`config.mk`:
```
export PLATFORM = sky130hd
export DESIGN_NAME = pid_drive_seq
export DESIGN_NICKNAME = d
export VERILOG_FILES = /design/src/rtl/pid_drive_seq.sv
export SDC_FILE = /design/constraint.sdc
export NUM_CORES = 1
export LEC_CHECK = 0
export BUFFER_PORTS_ARGS = -buffer_cell sky130_fd_sc_hd__buf_2
export CELL_PAD_IN_SITES_DETAIL_PLACEMENT = 1
export CELL_PAD_IN_SITES_GLOBAL_PLACEMENT = 1
export CORE_MARGIN = 10
export CORE_UTILIZATION = 44
export CTS_CLUSTER_SIZE = 10
export DETAILED_ROUTE_END_ITERATION = 10
export GPL_TIMING_DRIVEN = 0
export PLACE_DENSITY_LB_ADDON = 0.1
export SLEW_MARGIN = 20
export SYNTH_ARGS = -nofsm -noshare
export SYNTH_HDL_FRONTEND = slang
export SYNTH_SLANG_ARGS = --single-unit
export TNS_END_PERCENT = 1
```
`constraint.sdc`:
```
create_clock -name clk -period 2.69 [get_ports clk]
set_input_delay 0 -clock clk [delete_from_list [all_inputs] [get_ports clk]]
set_output_delay 0 -clock clk [all_outputs]
set_load 0.03 [all_outputs]
```
`src/rtl/pid_drive_seq.sv`:
```
// pid_drive_seq: sample-strobe decimator, pedaling detection FSM and soft-start drive limiter for the PID loop
module pid_drive_seq #(
  parameter int FAST_SIM  = 0,
  parameter int DEC_W     = 15,
  parameter int TIMEOUT   = 8,
  parameter int SPIN_CNT  = 2,
  parameter int RAMP_STEP = 16
) (
  input  logic        clk,
  input  logic        rst,
  input  logic        cadence_vld,
  input  logic        brake,
  input  logic [11:0] pid_drv,
  output logic        smpl_strb,
  output logic        not_pedaling,
  output logic [11:0] drv_mag,
  output logic [1:0]  seq_state
);
  localparam int EW = FAST_SIM != 0 ? 6 : DEC_W;
  typedef enum logic [1:0] {IDLE = 2'd0, SPINUP = 2'd1, RAMP = 2'd2, RUN = 2'd3} state_t;
  state_t        state_q;
  logic [EW-1:0] dec_q;
  logic [7:0]    to_q;
  logic [3:0]    spin_q;
  logic [11:0]   lim_q;
  logic [11:0]   drv_q;
  logic [12:0]   lim_sum;
  logic [4:0]    spin_nx;
  logic          timed_out;
  assign smpl_strb    = &dec_q;
  assign timed_out    = to_q == 8'(TIMEOUT);
  assign lim_sum      = {1'b0, lim_q} + 13'(RAMP_STEP);
  assign spin_nx      = {1'b0, spin_q} + 5'd1;
  assign not_pedaling = state_q == IDLE || state_q == SPINUP;
  assign drv_mag      = drv_q;
  assign seq_state    = state_q;
  always_ff @(posedge clk) begin
    if (rst) begin
      dec_q   <= '0;
      to_q    <= '0;
      spin_q  <= '0;
      lim_q   <= '0;
      drv_q   <= '0;
      state_q <= IDLE;
    end else begin
      dec_q <= dec_q + EW'(1);
      to_q  <= cadence_vld ? 8'd0 : (smpl_strb && !timed_out) ? to_q + 8'd1 : to_q;
      drv_q <= state_q == RUN ? pid_drv : state_q == RAMP ? (pid_drv < lim_q ? pid_drv : lim_q) : 12'd0;
      if (brake || (state_q != IDLE && timed_out)) begin
        state_q <= IDLE;
        spin_q  <= '0;
        lim_q   <= '0;
      end else begin
        case (state_q)
          IDLE: if (cadence_vld) begin
            state_q <= SPINUP;
            spin_q  <= 4'd1;
          end
          SPINUP: if (cadence_vld) begin
            spin_q <= spin_nx[3:0];
            if (spin_nx >= 5'(SPIN_CNT)) begin
              state_q <= RAMP;
              lim_q   <= '0;
            end
          end
          RAMP: if (smpl_strb) begin
            if (lim_q == 12'hFFF) state_q <= RUN;
            lim_q <= lim_sum[12] ? 12'hFFF : lim_sum[11:0];
          end
          RUN: ;
        endcase
      end
    end
  end
endmodule

```
==> results.cfg, run 1 <==
[critical_path]
cp-start-kind = flip-flop
crit_family = compound AO/OA/AOI/OAI gates
crit_buf_inv = 2
cp_max_fo = 10
r2r_start = lim_q[2]$_SDFFE_PP0P_
critPathRequiredTime_ps = 2890
end_kind = flip-flop
critPathKind = flip-flop to flip-flop
slowest_delay_ps = 530
r2r_cells = 8
crit_chain = inv_1 -> ha_1 -> o211a_1 -> o31ai_1 -> a211o_1 -> a32o_1 -> clkbuf_1 -> a22o_1
worstReg2RegEnd = drv_mag[7]$_SDFF_PP0_
setup.worst_path.start = lim_q[2]$_SDFFE_PP0P_
r2r_slack_ps = 130
crit_slowest_cell = dfxtp_1
crit_arrival_ps = 2760

[floorplan]
die_area_mm2 = 0.009466
dieWidth_um = 97.30
die_y_um = 97.30
initial_core_util_pct = 44.93
core_mm2 = 0.005851
ios = 32
rows = 28

[placement]
preCtsSetupSlack_ps = 234.9
hpwl_um = 5187
port_buffers = 30
place.gp.congestion = 0.7874
place_area_mm2 = 0.002873
dp.cells = 396

[sta]
fin_crit_sh_pct = 95.22
finalHoldViolCount = 0
finClkSkew_ps = 9.643
rsz0062_at_grt = yes
slew-limit-headroom_pct = 45.45
worstMarginPinSlew_ps = 810.7
worst_slack_ps = 128.5
layout_min_cycle_time_ps = 2562
hold_ws_ps = 69.10
max_freq_mhz = 390.4
finalMaxSlewViolations = 0
setup_viol = 0

[yosys]
syn_nets = 329
yosysWarnings = 0
ys_seq_area_share_pct = 38.08
synth_cell_types = 48
synth_area_mm2 = 0.002629
synth.avg_cell_area_um2 = 9.034
synth_ff_type = dfxtp_1
synth_cells = 291
synth_async_sr_flop_share_pct = 0
synth_edf_count = 0
ys_seq_elements = 50

[global_route]
grt_usage_pct = 15.39
grt-busiest-layer = met2
grt_util_met1_pct = 18.75
grt_start_max_net_pins = 16
use_met3_pct = 3.343
grt_antenna_before_repair = 0
grt_pass1_wl_um = 12430
grt_pass1_vias = 2512
globalRouteMet2Util_pct = 26.49
grt_overflow_total = 0

[clock_network]
h-tree-depth = 2
cts_root_buf = clkbuf_8
cts_tree = yes
clock_path_buffers = 2
clock_sinks = 50
insertion_delay_ps = 310
path_clk_slew_ps = 100
cts-buffers-inserted = 5

[routing]
drc = 0
wire_per_inst_um = 17.01
vias_per_cell = 5.639
firstDrtPassIters = 4
vias = 2346
postRouteAntennaNets = 0
wl_um = 7075
drtIter0Drc = 99

[worst_hold_path]
holdCritStartpoint = cadence_vld
whs_path_depth = 3
hp-class = input pin to flip-flop
hold_end = to_q[6]$_SDFFE_PP0P_

[cells_and_area]
stdcell_count = 416
antenna_cells = 0
final_common_cell = dfxtp_1
area_growth_pct = 18.09
design_area_mm2 = 0.003104
drive_gt1_share_pct = 15.25
final_cell_mix = dfxtp_1 (50), buf_2 (31), ha_1 (22), nor2_1 (21), inv_1 (20)
nNetsFinal = 378

[power_and_ir_drop]
vdd_ir_drop_max_v = 0.0002042
p_leak_nw = 1.187
total_power_mw = 1.408
p_per_area_mw_per_mm2 = 453.4

[status]
outcome = complete, no violations

[job]
drv_cap = 0
-- kinds of logic (layout without fill, tap and decap cells) --
group	after synthesis	in the layout	synth area share (%)
compound gates	75	75	20.99
flops	50	50	38.08
simple gates	94	94	19.13
mux	5	5	1.904
buf+inv	31	81	4.759
xor+xnor	14	14	4.665
fa+ha+maj	22	22	10.47
-- worst reg2reg max path, delay by kind of cell, from the launching register on --
| family | cells | cell delay (ps) |
|---|---|---|
| compound gates | 5 | 1110 |
| buf+inv | 2 | 470 |
| fa+ha+maj | 1 | 350 |
| flops | 1 | 530 |
-- flip-flops by register name, indices dropped and copies added (netlist names) --
signal     cells
to_q           8
seq_state      2
lim_q          9
drv_mag       12
dec_q         15
spin_q         4
-- layer usage --
| layer | up-vias | part of all wire [%] |
|---|---|---|
| met5 | - | 0 |
| met4 | 0 | 1.2 |
| met1 | 1146 | 46 |
| met3 | 9 | 3.4 |
| met2 | 31 | 49 |
| li1 | 1160 | - |
-- synth_stat cells, drive strengths merged (3+ instances only) --
| master | count | area, µm² |
|---|---|---|
| mux2i | 5 | 50.05 |
| or3 | 8 | 52.55 |
| clkbuf | 9 | 33.78 |
| or2 | 3 | 18.77 |
| and3 | 5 | 32.53 |
| dfxtp | 50 | 1001 |
| nand4 | 7 | 58.81 |
| xor2 | 6 | 52.55 |
| nor4 | 3 | 18.77 |
| a21o | 4 | 31.28 |
| nor2 | 21 | 78.83 |
| ha | 22 | 275.3 |
| inv | 20 | 75.07 |
| a22o | 12 | 105.1 |
| nor3 | 8 | 45.04 |
| nand3 | 14 | 70.07 |
| xnor2 | 8 | 70.07 |
| o211ai | 6 | 45.04 |
| a211oi | 6 | 62.56 |
| nand2 | 17 | 63.81 |
| o31ai | 5 | 37.54 |
| o21ai | 13 | 65.06 |
| a21oi | 13 | 68.82 |
-- per-stage QoR --
step | utilization (%) | setup TNS (ps)
final | 53.06 | 0
after global routing | 53.06 | -3.978
after CTS | 53.04 | 0
after detailed placement | 49.10 | 0
after global placement | 49.10 | 0
after floorplan | - | 0
-- report_power, final --
part | internal [mW] | switching (mW)
registers | 0.746 | 0.00739
clock network | 0.278 | 0.256
logic | 0.0520 | 0.0683
-- final cells by class --
cell class                 count  area, µm²
buffer                        11      51.30
timing repair buffer          42      270.3
fill                         710       2746
multi-input combinational    210       1503
tap                           75      93.84
inverter                      20      75.07
clock buffer                   6      72.57
sequential                    50       1001
clock inverter                 2      37.54
-- timing repair --
action | in CTS | in global routing
hold buffers | 12 | 0
hold endpoints to repair | 12 | 0
buffers inserted | 0 | 0
gates resized for setup | 0 | 3
setup endpoints to repair | 0 | 20
-- worst max-delay path by stage --
| stage | end | slack (ps) | depth (start not counted) |
|---|---|---|---|
| after global placement | drv_mag[6]$_SDFF_PP0_ | 320 | 8 |
| after CTS | drv_mag[5]$_SDFF_PP0_ | 220 | 8 |
| final | drv_mag[7]$_SDFF_PP0_ | 130 | 8 |
| after global routing | drv_mag[7]$_SDFF_PP0_ | -4 | 7 |
| after floorplan | seq_state[0]$_SDFFE_PP0P_ | 370 | 8 |
| after detailed placement | drv_mag[5]$_SDFF_PP0_ | 230 | 8 |
(Power assumes the default switching activity.)
==> run 2: changes to the inputs <==
--- a/config.mk
+++ b/config.mk
@@ -9,11 +9,12 @@
 export CELL_PAD_IN_SITES_DETAIL_PLACEMENT = 1
 export CELL_PAD_IN_SITES_GLOBAL_PLACEMENT = 1
 export CORE_MARGIN = 10
-export CORE_UTILIZATION = 44
+export CORE_UTILIZATION = 30
 export CTS_CLUSTER_SIZE = 10
 export DETAILED_ROUTE_END_ITERATION = 10
 export GPL_TIMING_DRIVEN = 0
-export PLACE_DENSITY_LB_ADDON = 0.1
+export MAX_ROUTING_LAYER = met4
+export PLACE_DENSITY = 0.63
 export SLEW_MARGIN = 20
 export SYNTH_ARGS = -nofsm -noshare
 export SYNTH_HDL_FRONTEND = slang
==> run 2 against run 1 <==
  * Flip-flop and latch count is the same
  * Clock power up 3.7%
  * Power rose by 1.2%
==> results.cfg, run 2 (same netlist as run 1, synthesis figures left out) <==
[critical_path]
cp-start-kind = flip-flop
r2r_start = lim_q[9]$_SDFFE_PP0P_
cp_max_fo = 10
crit_buf_inv = 2
critPathKind = flip-flop to flip-flop
r2r_cells = 8
crit_arrival_ps = 2670
crit_slowest_cell = dfxtp_1
r2r_slack_ps = 260
worstReg2RegEnd = drv_mag[6]$_SDFF_PP0_
end_kind = flip-flop
crit_family = compound AO/OA/AOI/OAI gates
critPathRequiredTime_ps = 2930
slowest_delay_ps = 450
crit_chain = inv_1 -> ha_1 -> and4_1 -> nand3_1 -> a211o_1 -> a31oi_1 -> clkbuf_1 -> a22o_1

[sta]
fin_crit_sh_pct = 90.17
finalHoldViolCount = 0
finalMaxSlewViolations = 0
final.setup.tns_ps = 0
max_freq_mhz = 412.3
slew-limit-headroom_pct = 48.96
worst_slack_ps = 264.5
finClkSkew_ps = 14.36
rsz0062_at_grt = no
layout_min_cycle_time_ps = 2425
setup_viol = 0
worstMarginPinSlew_ps = 758.6

[clock_network]
cts_root_buf = clkbuf_8
cts-buffers-inserted = 5
cts_tree = yes
path_clk_slew_ps = 100
insertion_delay_ps = 310
h-tree-depth = 2
clock_path_buffers = 2
cts_resized = 0
cts_setup_buffers = 0
clock_sinks = 50
postCtsHoldBufs = 12

[routing]
drc = 0
vias = 2279
postRouteAntennaNets = 0
wire_per_inst_um = 15.02
wl_um = 6729
vias_per_cell = 5.087
drtIter0Drc = 59
firstDrtPassIters = 4

[cells_and_area]
final_common_cell = dfxtp_1
design_area_mm2 = 0.003147
drive_gt1_share_pct = 15.00
nNetsFinal = 378
final_cell_mix = dfxtp_1 (50), buf_2 (31), ha_1 (22), nor2_1 (21), inv_1 (20)
area_growth_pct = 19.70
regMostFlops = dec_q
largest_reg_flops = 15
antenna_cells = 0

[global_route]
grt_pass1_vias = 2381
grt_overflow_total = 0
grt_usage_pct = 11.06
grt_start_max_net_pins = 15
grt_antenna_before_repair = 0
grt_pass1_wl_um = 11650

[placement]
port_buffers = 30
hpwl_um = 5133
place.gp.congestion = 0.7718
place_area_mm2 = 0.002914
preCtsSetupSlack_ps = 259.6

[worst_hold_path]
hold_end = to_q[5]$_SDFFE_PP0P_
whs_path_depth = 3
holdCritStartpoint = cadence_vld
hp-class = input pin to flip-flop

[job]
drv_cap = 0

[floorplan]
rows = 34
ios = 32
die_area_mm2 = 0.01291
die_y_um = 113.6
dieWidth_um = 113.6
core_mm2 = 0.008636
initial_core_util_pct = 30.44

[power_and_ir_drop]
total_power_mw = 1.425
p_per_area_mw_per_mm2 = 452.8
p_leak_nw = 1.190
vdd_ir_drop_max_v = 0.0002970

[status]
outcome = complete, no violations
## run 2: changes by cell type in the layout (fill, tap and decap cells not counted)
cell | previous run | this run
clkbuf_2 | 1 | 0
clkbuf_8 | 5 | 6
o21ai_1 | 1 | 0
clkinvlp_4 | 1 | 0
o21ai_0 | 12 | 13
## run 2: worst register-to-register path, cell delays in order (launching register included)
cell and delay (ps):
dfxtp_1 450, inv_1 120, ha_1 310, and4_1 220
nand3_1 90, a211o_1 250, a31oi_1 280, clkbuf_1 410
a22o_1 230
## run 2: layout make-up
class,count,area (µm²)
tap,108,135.1
timing repair buffer,42,270.3
multi-input combinational,210,1503
inverter,20,75.07
sequential,50,1001
buffer,11,50.05
fill,1034,5489
clock buffer,6,82.58
clock inverter,1,30.03
## run 2: how the worst max path moves through the flow
| stage | startpoint | endpoint | slack, ps | depth (start not counted) |
|---|---|---|---|---|
| floorplan | seq_state[1]$_SDFFE_PP0P_ | seq_state[0]$_SDFFE_PP0P_ | 370 | 8 |
| CTS | dec_q[0]$_SDFF_PP0_ | to_q[7]$_SDFFE_PP0P_ | 240 | 6 |
| global route | dec_q[0]$_SDFF_PP0_ | to_q[7]$_SDFFE_PP0P_ | 30 | 6 |
| global placement | dec_q[0]$_SDFF_PP0_ | to_q[7]$_SDFFE_PP0P_ | 280 | 6 |
| detailed placement | dec_q[0]$_SDFF_PP0_ | to_q[7]$_SDFFE_PP0P_ | 260 | 6 |
| finish | lim_q[9]$_SDFFE_PP0P_ | drv_mag[6]$_SDFF_PP0_ | 260 | 8 |
## run 2: per-layer routing
layer / vias to the layer above / GRT usage, % / part of all wire, %
met1: 1103 / 13.28 / 48
met5: - / - / 0
met4: 0 / 2.876 / 0.94
met3: 5 / 1.890 / 2.0
li1: 1153 / - / -
met2: 18 / 18.71 / 49
## run 2: metrics by stage
| stage | utilization [%] | hold WS, ps | std cells |
|---|---|---|---|
| after CTS | 36.44 | 83.46 | 448 |
| after floorplan | - | 125.6 | 291 |
| after detailed placement | 33.74 | 241.0 | 429 |
| final | 36.44 | 74.66 | 448 |
| after global routing | 36.44 | 110.3 | 448 |
| after global placement | 33.74 | 239.0 | 429 |
## run 2: power by group
part	leakage (nW)	total, mW	internal [mW]	switching (mW)
clock	0.0573	0.554	0.298	0.256
sequential	0.403	0.753	0.746	0.00750
combinational	0.729	0.118	0.0514	0.0664
total	1.19	1.42	1.10	0.329
==> run 3: changes to the inputs <==
--- a/config.mk
+++ b/config.mk
@@ -9,12 +9,12 @@
 export CELL_PAD_IN_SITES_DETAIL_PLACEMENT = 1
 export CELL_PAD_IN_SITES_GLOBAL_PLACEMENT = 1
 export CORE_MARGIN = 10
-export CORE_UTILIZATION = 30
+export CORE_UTILIZATION = 44
 export CTS_CLUSTER_SIZE = 10
 export DETAILED_ROUTE_END_ITERATION = 10
 export GPL_TIMING_DRIVEN = 0
 export MAX_ROUTING_LAYER = met4
-export PLACE_DENSITY = 0.63
+export PLACE_DENSITY = 0.84
 export SLEW_MARGIN = 20
 export SYNTH_ARGS = -nofsm -noshare
 export SYNTH_HDL_FRONTEND = slang
==> run 3 against run 2 <==
  * Combinational power is 4% higher
  * Non-clock buffer count stayed put
  * Largest cell class unchanged
  * Die area down 27%
  * Sequential share of layout area is 0.59 points higher
  * Via count is 5.6% higher
  * Largest power group unchanged
  * Cell count down 7.1%
  * Maximum frequency down 0.78%
  * Global-route usage grew 4.4 points
==> results.cfg, run 3 (same netlist as run 1, synthesis figures left out) <==
[status]
outcome = complete, no violations

[floorplan]
initial_core_util_pct = 44.93
core_mm2 = 0.005851
die_y_um = 97.30
ios = 32
rows = 28
die_area_mm2 = 0.009466
dieWidth_um = 97.30

[sta]
finalMaxSlewViolations = 0
slew-limit-headroom_pct = 49.76
worst_slack_ps = 245.5
max_freq_mhz = 409.1
worstMarginPinSlew_ps = 746.6
finClkSkew_ps = 2.687
layout_min_cycle_time_ps = 2444
fin_crit_sh_pct = 90.87
final.setup.tns_ps = 0
finalHoldViolCount = 0
rsz0062_at_grt = no
setup_viol = 0

[routing]
drc = 0
wl_um = 7305
postRouteAntennaNets = 0
firstDrtPassIters = 4
vias = 2406
drtIter0Drc = 95
wire_per_inst_um = 17.56
vias_per_cell = 5.784

[critical_path]
cp_max_fo = 10
crit_arrival_ps = 2650
slowest_delay_ps = 510
crit_chain = inv_1 -> ha_1 -> o211a_1 -> o31ai_1 -> a211o_1 -> a32o_1 -> clkbuf_1 -> a22o_1
crit_slowest_cell = dfxtp_1
critPathRequiredTime_ps = 2900
end_kind = flip-flop
cp-start-kind = flip-flop
critPathKind = flip-flop to flip-flop

[clock_network]
cts_tree = yes
cts_root_buf = clkbuf_8
insertion_delay_ps = 310
cts_setup_buffers = 0
clock_sinks = 50
clock_path_buffers = 2
path_clk_slew_ps = 90
cts-buffers-inserted = 5
h-tree-depth = 2

[global_route]
grt_start_max_net_pins = 16
grt_antenna_before_repair = 0
grt_pass1_wl_um = 12190
grt_usage_pct = 15.48
grt_overflow_total = 0
grt_pass1_vias = 2575

[power_and_ir_drop]
vdd_ir_drop_max_v = 0.0002138
p_leak_nw = 1.183
p_per_area_mw_per_mm2 = 434.5

[cells_and_area]
antenna_cells = 0
n_fill_cell = 699
design_area_mm2 = 0.003089
nNetsFinal = 378
area_growth_pct = 17.52
final_common_cell = dfxtp_1
drive_gt1_share_pct = 15.54
largest_reg_flops = 15
regMostFlops = dec_q
final_cell_mix = dfxtp_1 (50), buf_2 (31), ha_1 (22), nor2_1 (21), inv_1 (20)

[placement]
port_buffers = 30
place.gp.congestion = 0.8103
preCtsSetupSlack_ps = 278.5
place_area_mm2 = 0.002873
hpwl_um = 5305

[worst_hold_path]
hp-class = input pin to flip-flop

[job]
drv_cap = 0
==> run 3: cell count changes in the layout (fill, tap and decap cells not counted), sizes merged <==
cell / previous run / this run
bufinv: 1 / 0
clkinv: 0 / 1
clkinvlp: 0 / 1
==> run 3: critical path: cells and delay by family (launching register included) <==
family / cells / cell delay (ps)
DFF: 1 / 510
adders and majority gates: 1 / 340
AOI/OAI and AO/OA: 5 / 1080
buffers and inverters: 2 / 410
==> run 3: layout make-up <==
| cell class | count | area [µm²] | share of cell area (%) |
|---|---|---|---|
| Multi-Input combinational cell | 210 | 1503 | 48.64 |
| Tap cell | 75 | 93.84 | 3.038 |
| Clock inverter | 2 | 12.51 | 0.4050 |
| Sequential cell | 50 | 1001 | 32.40 |
| Timing Repair Buffer | 42 | 270.3 | 8.748 |
| Inverter | 20 | 75.07 | 2.430 |
| Clock buffer | 6 | 82.58 | 2.673 |
| Buffer | 11 | 51.30 | 1.661 |
==> run 3: worst paths after layout <==
check	startpoint	end	slack, ps	cells after the start
worst min-delay path	cadence_vld	to_q[5]$_SDFFE_PP0P_	70	3
worst max-delay path	lim_q[2]$_SDFFE_PP0P_	drv_mag[7]$_SDFF_PP0_	250	8
worst max register to register	lim_q[2]$_SDFFE_PP0P_	drv_mag[7]$_SDFF_PP0_	250	8
worst min register to register	dec_q[0]$_SDFF_PP0_	dec_q[0]$_SDFF_PP0_	490	1
==> run 3: timing repair <==
| action | CTS | global route |
|---|---|---|
| hold endpoints to repair | 12 | 0 |
| resized for setup | 0 | 2 |
| setup endpoints to repair | 0 | 1 |
| hold buffers | 12 | 0 |
==> run 3: layer usage <==
| metal | share of wire [%] | GRT usage (%) |
|---|---|---|
| met5 | 0 | - |
| met4 | 1.9 | 5.817 |
| met3 | 2.6 | 2.134 |
| met2 | 53 | 27.06 |
| met1 | 43 | 17.50 |
==> run 3: per-stage QoR <==
stage / util, % / power (mW) / std cells / hold WS, ps
global route: 52.80 / 1.393 / 416 / 91.20
finish: 52.80 / 1.342 / 416 / 70.78
global placement: 49.10 / 0.8705 / 396 / 237.5
CTS: 52.78 / 1.352 / 416 / 74.81
floorplan: - / 0.8365 / 291 / 125.6
detailed placement: 49.10 / 0.8756 / 396 / 239.2
==> run 3: power by group <==
group          total, mW  switching, mW  internal, mW
registers          0.753        0.00750         0.746
logic              0.123         0.0706        0.0523
clock network      0.466          0.259         0.207
